File: config.mk
export PLATFORM = sky130hd
export DESIGN_NAME = myriscv_mem_arbiter
export DESIGN_NICKNAME = d
export VERILOG_FILES = /design/src/rtl/myriscv_mem_arbiter.sv
export SDC_FILE = /design/constraint.sdc
export NUM_CORES = 1
export LEC_CHECK = 0
export CAP_MARGIN = 20
export CELL_PAD_IN_SITES_DETAIL_PLACEMENT = 1
export CELL_PAD_IN_SITES_GLOBAL_PLACEMENT = 1
export CORE_MARGIN = 5
export CORE_UTILIZATION = 27
export CTS_CLUSTER_SIZE = 28
export DETAILED_ROUTE_END_ITERATION = 10
export PLACE_DENSITY_LB_ADDON = 0.1
export SLEW_MARGIN = 20
export SYNTH_ARGS = -nofsm -noshare
export SYNTH_HDL_FRONTEND = slang
export SYNTH_SLANG_ARGS = --single-unit
File: constraint.sdc
create_clock -name clk -period 4.3 [get_ports clk]
set_input_delay 0.86 -clock clk [delete_from_list [all_inputs] [get_ports clk]]
set_output_delay 0.86 -clock clk [all_outputs]
set_load 0.02 [all_outputs]
File: src/rtl/myriscv_mem_arbiter.sv
// Shares one memory port between myRiscv fetch and load/store, one transaction in flight,
// with a response watchdog. Define MYRISCV_ARB_RR_EN for round-robin arbitration.
module myriscv_mem_arbiter #(
  parameter int TIMEOUT = 64,
  parameter int CNT_W   = 16
) (
  input  logic        clk,
  input  logic        reset,
  input  logic        i_req,
  input  logic [31:0] i_addr,
  output logic        i_rvalid,
  output logic [31:0] i_rdata,
  input  logic        d_req,
  input  logic [3:0]  d_we,
  input  logic [31:0] d_addr,
  input  logic [31:0] d_wdata,
  output logic        d_rvalid,
  output logic [31:0] d_rdata,
  output logic        err,
  output logic        m_req,
  output logic [3:0]  m_we,
  output logic [31:0] m_addr,
  output logic [31:0] m_wdata,
  input  logic        m_gnt,
  input  logic        m_rvalid,
  input  logic [31:0] m_rdata
);

  typedef enum logic [1:0] {IDLE, ISSUE, WAIT} state_t;

  localparam logic [CNT_W-1:0] LAST_CNT = CNT_W'(TIMEOUT - 1);

  state_t           state;
  logic             owner;
  logic [CNT_W-1:0] cnt;
  logic             pick_d;
  logic             expired;
  logic             done;
  logic             pass;

`ifdef MYRISCV_ARB_RR_EN
  logic last;

  always_comb begin
    pick_d = d_req;
    if (d_req && i_req) pick_d = ~last;
  end
`else
  always_comb begin
    pick_d = d_req;
  end
`endif

  // A response on the final watchdog cycle wins over the abort.
  assign expired  = (state == WAIT) && !m_rvalid && (cnt == LAST_CNT);
  assign done     = (state == WAIT) && (m_rvalid || (cnt == LAST_CNT));
  assign pass     = (state != IDLE) && !expired;

  assign i_rvalid = done && !owner;
  assign d_rvalid = done && owner;
  assign err      = expired;
  assign i_rdata  = (pass && !owner) ? m_rdata : 32'h0;
  assign d_rdata  = (pass && owner)  ? m_rdata : 32'h0;

  always_ff @(posedge clk) begin
    if (reset) begin
      state   <= IDLE;
      owner   <= 1'b0;
      cnt     <= '0;
      m_req   <= 1'b0;
      m_we    <= 4'h0;
      m_addr  <= 32'h0;
      m_wdata <= 32'h0;
`ifdef MYRISCV_ARB_RR_EN
      last    <= 1'b0;
`endif
    end else begin
      case (state)
        IDLE: begin
          if (i_req || d_req) begin
            owner   <= pick_d;
            m_req   <= 1'b1;
            m_we    <= pick_d ? d_we : 4'h0;
            m_addr  <= pick_d ? d_addr : i_addr;
            m_wdata <= pick_d ? d_wdata : 32'h0;
`ifdef MYRISCV_ARB_RR_EN
            last    <= pick_d;
`endif
            state   <= ISSUE;
          end
        end
        ISSUE: begin
          if (m_gnt) begin
            m_req <= 1'b0;
            cnt   <= '0;
            state <= WAIT;
          end
        end
        WAIT: begin
          if (cnt != {CNT_W{1'b1}}) cnt <= cnt + 1'b1;
          if (done) state <= IDLE;
        end
        default: state <= IDLE;
      endcase
    end
  end

endmodule

### Yosys cells after proc, flatten, opt, wreduce, memory -nomap -nowiden

Cells that the tools add are included.

* logic and storage cells: 52
* input port bits: 138
* register bits after elaboration: 88

* add/sub/neg operators: 1
* equal/unequal tests: 8
* reductions and logical operators: 21
* muxes and demuxes: 15

Operators with widths (count)
* $mux 32: 4
* $mux 16: 2
* $pmux 16 s2: 1
* $add 16x1->16 const B: 1
* $eq 16x6->1 const B: 1
* $ne 16x16->1 const B: 1
* $reduce_and 3->1: 3
* $logic_and 1x1->1: 8
* $mux 2: 3
* $ne 2x2->1 const B: 3
* $pmux 2 s3: 1
* $reduce_bool 2->1: 3
* $mux 4: 1
* $logic_not 1->1: 3
* $eq 2x1->1 const B: 1
* $eq 2x2->1 const B: 1
* $logic_not 2->1: 1
* $logic_or 1x1->1: 2
* $mux 1: 2
* $ne 2x1->1 const B: 1
* $pmux 1 s2: 1
* $reduce_and 2->1: 1

### Depth between registers and ports, before layout

Gate-level depths: netlist (run 1).

* depth in word-level cells: 7
* gate-level depth with buffers: 8

### Worst setup path after synthesis (run 1)

OpenSTA, ideal clock, no wires.

* path kind: register to output
* from: register cnt[0]
* to: output err
* arrival: 1.717 ns
* path buffers: 1
* required time: 3.440 ns
* stages on the path, launching flop included: 7
* slack: 1.723 ns
* cells stage by stage: dfxtp_1 -> ha_1 -> and3_1 -> clkbuf_2 -> nand2_2 -> nor3_1 -> nor3b_1

* word-level cells in the longest chain between the ends: 2

Ends and longest elaborated chain
* start: declaration: line 35 `logic [CNT_W-1:0] cnt;`
* start signal: assignment: line 100 `if (cnt != {CNT_W{1'b1}}) cnt <= cnt + 1'b1;`
* $eq 16x6->1: line 55 `assign expired = (state == WAIT) && !m_rvalid && (cnt == LAST_CNT);`
* $logic_and 1x1->1: line 55
* end: declaration: line 19 `output logic err,`

Every way passes these cells.

### Final worst setup path (run 1)

* from: input m_rvalid
* to: output i_rdata[9]

* word-level cells in the longest chain between the ends: 7

Ends and longest elaborated chain
* start: declaration: line 25 `input logic m_rvalid,`
* $logic_not 1->1: line 55
* $logic_and 1x1->1 (2 in series): line 55
* $logic_not 1->1: line 57 `assign pass = (state != IDLE) && !expired;`
* $logic_and 1x1->1: line 57
* $logic_and 1x1->1: line 62 `assign i_rdata = (pass && !owner) ? m_rdata : 32'h0;`
* $mux 32: line 62
* end: declaration: line 12 `output logic [31:0] i_rdata,`

Every way passes these cells.

==> reports/qor.txt, run 1 <==
==================================================================================================
Initial antenna violation count                                                                  0
Top cell type by total area after synthesis                                                dfxtp_1
Cell count after placement                                                                     905
Post-Syn Nets                                                                                  614
Number of distinct library cell variants in the gate-level netlist after synthesis              46
Worst min path class                                                                       reg2reg
DRT Wirelength                                                                             15.9 mm
Proportion of synthesized chip area in sequential cells                                      42.3%
Startpoint type of the worst setup path                                               primary input
Levels on crit path                                                                              5
Combined buffer and inverter count along the critical path                                       2
Origin of the critical flop-to-flop path                                              state[0]$_SDFFE_PP0P_
Vias after detailed routing                                                                   4438
Worst setup path startpoint                                                               m_rvalid
Horizontal die dimension                                                                    134 um
Worst hold path cell count                                                                       2
Ordered cell list for the critical path                                               clkdlybuf4s50_1 -> nor4_4 -> o2bb2ai_2 -> and2_1 -> clkdlybuf4s50_1
Crit path required time                                                                    3440 ps
Clock transition time at the flip-flop clock pins of the worst setup and hold paths          70 ps
Total grt overflow                                                                               0
Vias per std cell                                                                             4.82
Total Die Area                                                                          0.0180 mm2
Cells on worst reg2reg path                                                                      5
Most used standard cells in the synthesized netlist                                   dfxtp_1, nor2_1, and2_1, a22oi_1
Floorplan core area                                                                     0.0151 mm2
Number of routed nets with antenna violations                                                    0
Number of flops mapped to enable cells by yosys                                                  0
Cell with the largest stage delay on the worst path                                      o2bb2ai_2
Crit Path Category                                                                          in2out
Syn_area_per_cell                                                                         8.76 um2
Initial standard-cell utilization of the core                                                27.5%
Cell type with the highest occurrence count on the critical path                      clkdlybuf4s50_1
Clock Tree Buf Depth                                                                             2
Final setup vio count                                                                            0
Final Cycle Share                                                                            93.9%
Worst-Skew Late Latency                                                                     340 ps
Fmax                                                                                     0.248 GHz
First-pass GRT wire length                                                                 24.7 mm
TritonCTS Buffers                                                                                9
Worst slew slack as a fraction of its limit                                                  35.9%
Yosys warnings                                                                                   0
Number of pins with negative max-slew slack in the final report                                  0
Final instance count without filler cells                                                      921
Count of buffers from port buffering                                                           273
Most frequent cell after synthesis                                                         dfxtp_1
Final worst-path setup slack                                                                264 ps
Total Power Consumption                                                                    2.44 mW
Total count of hold-check failures in the final report                                           0
Top flip-flop cell by instance count after synthesis                                       dfxtp_1
Std cell rows                                                                                   45
Maximum clock skew at final layout                                                         6.02 ps
Capturing instance or port of the critical path                                         i_rdata[9]
Unrepaired setup endpoints after global routing                                                 no
Starting DRT DRC Count                                                                         136
Cell chosen for the clock root                                                           clkbuf_16
Share of synthesized flip-flops with an asynchronous set or reset                               0%
Max VDD drop                                                                              0.187 mV
Crit path max-delay family                                                            buffers and inverters
Number of clock sinks                                                                           88
Global-route usage over all layers                                                           17.1%
End of the worst register-to-register path                                            m_addr[19]$_SDFFE_PP0P_
Type of element capturing the critical path                                            output port
Worst Path Arrival                                                                         3180 ps
Setup slack after placement                                                                 219 ps
Clock tree from TritonCTS                                                                      yes
Boundary pin count                                                                             274
Top cells by area, synth                                                              dfxtp_1, and2_1, mux2i_1
Worst-case register-to-register setup slack                                                2240 ps
Fraction of layout instances using a drive strength above 1                                  4.91%
Outcome                                                                               finished clean
Layout Cell Area excl Fill                                                             0.00729 mm2
Largest stage delay, worst path                                                             760 ps
Layout Nets                                                                                    867
Sum of negative setup slack                                                                   0 ps
Wirelength per Cell                                                                        17.3 um
Synth top area share                                                                         42.3%
CP max FO                                                                                       32
Die extent in y                                                                             134 um
Leakage power figure                                                                       2.76 nW
Count of mapped cells out of synthesis                                                         475
Power per standard cell area                                                            335 mW/mm2
Cell area after placement                                                              0.00697 mm2
Flop and latch count out of synthesis                                                           88
Diodes inserted                                                                                  0
Gpl congestion                                                                               0.810
Minimum clock period                                                                       4040 ps
Cell area after technology mapping                                                     0.00416 mm2
Setup Fix Bufs, Post-CTS                                                                         0
Measured slew at the worst slew-check pin                                                   955 ps
Initial DRT Pass Iterations                                                                      4
DRC                                                                                              0
Detailed-placement wirelength estimate                                                     12.5 mm
Maxcap violations                                                                                0
Hold Buf Count CTS                                                                               0
Pin count of the biggest net entering global routing                                            63
Synthesis-to-finish area growth                                                              75.1%
Vias in the first global route                                                                4559
Resized cells post-CTS                                                                           0
H-tree depth                                                                                     3
==================================================================================================
[per-stage QoR]
step                      hold WS [ps]  utilization (%)
after floorplan                    464                -
after global placement             462             46.0
after detailed placement           477             46.0
after CTS                          486             48.1
after global routing               508             48.1
final                              488             48.1
[power breakdown]
group          switching (mW)  internal [mW]
Combinational           0.338          0.350
Sequential             0.0342          0.878
Clock                   0.332          0.510
Total                   0.704           1.74
[sequential cells by signal, summed over array words and instances, names as in the netlist]
name     flops
cnt         16
m_addr      32
m_we         4
m_req        1
owner        1
state        2
m_wdata     32
[worst min-delay path by stage]
stage / from / end / slack [ps]
after global placement: m_req$_SDFFE_PP0P_ / m_req$_SDFFE_PP0P_ / 460
after detailed placement: m_req$_SDFFE_PP0P_ / m_req$_SDFFE_PP0P_ / 480
after CTS: m_req$_SDFFE_PP0P_ / m_req$_SDFFE_PP0P_ / 490
after floorplan: cnt[14]$_SDFFE_PP0P_ / cnt[14]$_SDFFE_PP0P_ / 460
final: m_req$_SDFFE_PP0P_ / m_req$_SDFFE_PP0P_ / 490
after global routing: m_req$_SDFFE_PP0P_ / m_req$_SDFFE_PP0P_ / 510
[per-layer routing]
layer	routed length, um	share of wire [%]	global-route usage, %	vias up
li1	-	-	-	2185
met1	6180	39	18.7	2045
met2	7770	49	29.4	186
met3	1610	10	7.16	22
met4	371	2.3	7.07	0
met5	0	0	0	-
[worst reg2reg max path: stages (launching register included)]
cell and delay [ps]:
dfxtp_1 370, nor2_1 260, o21a_2 620, buf_4 430, nor2_1 70, a211oi_1 230
[cell families (layout without fill, tap and decap cells)]
kind of cell / Yosys count / count (layout) / share of synthesized area (%)
flops: 88 / 88 / 42.3
simple gates: 206 / 206 / 25.9
mux: 32 / 32 / 7.69
buf+inv: 38 / 296 / 4.87
xor+xnor: 2 / 2 / 0.421
fa+ha+maj: 1 / 1 / 0.301
compound gates: 108 / 108 / 18.5
[area by class of cell]
type / instances / area, um2
Sequential cell: 88 / 1760
Fill cell: 1752 / 7860
Tap cell: 188 / 235
Inverter: 2 / 7.51
Timing Repair Buffer: 278 / 2760
Clock inverter: 7 / 96.3
Clock buffer: 9 / 225
Multi-Input combinational cell: 349 / 2200
[cell usage in the layout (no fill, tap or decap), types with 4 or more instances in the layout]
| cell | count |
|---|---|
| clkbuf_16 | 9 |
| a31oi_1 | 4 |
| a22oi_1 | 38 |
| nor2_1 | 82 |
| mux2i_1 | 32 |
| a211oi_1 | 32 |
| buf_4 | 5 |
| nand2_1 | 14 |
| dfxtp_1 | 88 |
| nand3_1 | 15 |
| clkdlybuf4s50_1 | 271 |
| a21oi_1 | 15 |
| o21ai_0 | 7 |
| and2_1 | 68 |
(Power assumes the default switching activity.)
==> inputs of run 2 (changes only) <==
Settings changed: CORE_ASPECT_RATIO set to 0.75.
==> reports/qor.txt, run 2 (synthesis results as in run 1) <==
==================================================================================================
Registers with the most flip-flops                                                    m_addr x32, m_wdata x32, cnt x16   unchanged
Die extent in y                                                                             118 um   was 134 um
Floorplan core area                                                                     0.0152 mm2   was 0.0151 mm2
Worst-Skew Late Latency                                                                     340 ps   about the same
Maximum clock skew at final layout                                                         6.06 ps   was 6.02 ps
Total grt overflow                                                                               0   unchanged
Clock transition time at the flip-flop clock pins of the worst setup and hold paths          60 ps   was 70 ps
Crit path required time                                                                    3440 ps   about the same
Worst setup path startpoint                                                               m_rvalid   unchanged
Vias in the first global route                                                                4838   was 4559
Boundary pin count                                                                             274   unchanged
Minimum clock period                                                                       4030 ps   was 4040 ps
Largest stage delay, worst path                                                             760 ps   about the same
Fraction of layout instances using a drive strength above 1                                  4.64%   was 4.91%
Hold Buf Count CTS                                                                               0   unchanged
Maxcap violations                                                                                0   unchanged
Crit Path Category                                                                          in2out   unchanged
Layout Cell Area excl Fill                                                             0.00730 mm2   was 0.00729 mm2
Worst slew slack as a fraction of its limit                                                  30.4%   was 35.9%
Worst Path Arrival                                                                         3170 ps   was 3180 ps
TritonCTS Buffers                                                                                9   unchanged
End of the worst register-to-register path                                            cnt[14]$_SDFFE_PP0P_   was m_addr[19]$_SDFFE_PP0P_
Final setup vio count                                                                            0   unchanged
Total count of hold-check failures in the final report                                           0   unchanged
Type of element capturing the critical path                                            output port   unchanged
Cells on worst reg2reg path                                                                      6   was 5
Number of clock sinks                                                                           88   unchanged
Fmax                                                                                     0.248 GHz   about the same
Sum of negative setup slack                                                                   0 ps   unchanged
Starting DRT DRC Count                                                                         200   was 136
DRC                                                                                              0   unchanged
Power per standard cell area                                                            330 mW/mm2   was 335 mW/mm2
Detailed-placement wirelength estimate                                                     12.9 mm   was 12.5 mm
DRT Wirelength                                                                             16.4 mm   was 15.9 mm
Number of routed nets with antenna violations                                                    0   unchanged
Worst-case register-to-register setup slack                                                2250 ps   was 2240 ps
Number of fillers in the final layout                                                         1732   was 1752
H-tree depth                                                                                     3   unchanged
Leading cell type in the layout, fill and taps excluded                               clkdlybuf4s50_1   unchanged
Initial DRT Pass Iterations                                                                      4   unchanged
Global-route usage over all layers                                                           17.8%   was 17.1%
Combined buffer and inverter count along the critical path                                       2   unchanged
Vias after detailed routing                                                                   4456   was 4438
Crit path max-delay family                                                            buffers and inverters   unchanged
Origin of the critical flop-to-flop path                                              cnt[0]$_SDFFE_PP0P_   was state[0]$_SDFFE_PP0P_
Total area of sequential cells                                                         0.00176 mm2   unchanged
Hold path endpoint                                                                    m_req$_SDFFE_PP0P_   unchanged
Clock tree from TritonCTS                                                                      yes   unchanged
Vias per std cell                                                                             4.76   was 4.82
Cell with the largest stage delay on the worst path                                      o2bb2ai_2   unchanged
Pin count of the biggest net entering global routing                                            65   was 63
Total Die Area                                                                          0.0180 mm2   about the same
Worst min path class                                                                       reg2reg   unchanged
Worst hold path cell count                                                                       2   unchanged
Most frequent cells in the layout                                                     clkdlybuf4s50_1, dfxtp_1, nor2_1   unchanged
Cell chosen for the clock root                                                           clkbuf_16   unchanged
Util after Layout                                                                            48.1%   about the same
Outcome                                                                               finished clean   unchanged
Resized cells post-CTS                                                                           0   unchanged
Footprint of the multi-input gates                                                     0.00221 mm2   was 0.00220 mm2
Startpoint type of the worst setup path                                               primary input   unchanged
Initial antenna violation count                                                                  0   unchanged
Horizontal die dimension                                                                    153 um   was 134 um
Initial standard-cell utilization of the core                                                27.4%   was 27.5%
Ordered cell list for the critical path                                               clkdlybuf4s50_1 -> nor4_4 -> o2bb2ai_2 -> and2_1 -> clkdlybuf4s50_1   unchanged
Minimum hold slack                                                                          465 ps   was 488 ps
Synthesis-to-finish area growth                                                              75.3%   was 75.1%
Leakage power figure                                                                       2.75 nW   was 2.76 nW
Count of buffers from port buffering                                                           273   unchanged
Setup Fix Bufs, Post-CTS                                                                         0   unchanged
Unrepaired setup endpoints after global routing                                                 no   unchanged
CP max FO                                                                                       32   unchanged
Startpoint of the worst hold path                                                     m_req$_SDFFE_PP0P_   unchanged
Gpl congestion                                                                               0.803   was 0.810
Max VDD drop                                                                              0.195 mV   was 0.187 mV
Final Cycle Share                                                                            93.7%   was 93.9%
First-pass GRT wire length                                                                 26.3 mm   was 24.7 mm
Wirelength per Cell                                                                        17.5 um   was 17.3 um
Diodes inserted                                                                                  0   unchanged
Total Power Consumption                                                                    2.41 mW   was 2.44 mW
Cell type with the highest occurrence count on the critical path                      clkdlybuf4s50_1   unchanged
Measured slew at the worst slew-check pin                                                  1040 ps   was 955 ps
Number of pins with negative max-slew slack in the final report                                  0   unchanged
Layout Nets                                                                                    866   was 867
Cell area after placement                                                              0.00698 mm2   was 0.00697 mm2
Clock Tree Buf Depth                                                                             2   unchanged
Std cell rows                                                                                   39   was 45
==================================================================================================
==> run 2: stage by stage <==
stage	instances	setup slack, ps
after floorplan	475	1720
after global placement	921	308
after detailed placement	921	205
after CTS	937	192
after global routing	937	50.9
final	937	270
==> run 2: layout make-up <==
| class | count | area share (%) |
|---|---|---|
| clock buffer | 12 | 3.52 |
| clock inverter | 4 | 0.720 |
| inverter | 2 | 0.103 |
| multi-input combinational | 349 | 30.3 |
| sequential | 88 | 24.1 |
| tap | 205 | 3.52 |
| timing repair buffer | 277 | 37.7 |
==> run 2: report_power, final <==
group / total (mW) / internal, mW / leakage [nW] / switching (mW)
combinational: 0.689 / 0.350 / 1.87 / 0.340
clock: 0.807 / 0.483 / 0.153 / 0.324
sequential: 0.913 / 0.878 / 0.723 / 0.0349
==> run 2: how the worst max path moves through the flow <==
stage,endpoint,slack (ps),depth (start not counted)
detailed placement,i_rdata[15],200,5
global placement,d_rdata[0],310,5
CTS,i_rdata[15],190,5
floorplan,err,1720,6
finish,i_rdata[15],270,5
global route,i_rdata[15],50,5
==> run 2: worst register-to-register path: cells and delay by family, from the launching register on <==
family	cells	cell delay, ps
compound gates	2	540
fa+ha+maj	1	250
flops	1	400
simple gates	3	800
==> run 2: per-layer routing <==
metal	routed length [um]	part of all wire, %	global-route usage (%)
met5	0	0	0
met4	374	2.3	5.13
met3	1540	9.4	7.75
met2	7820	48	30.6
met1	6640	41	20.0
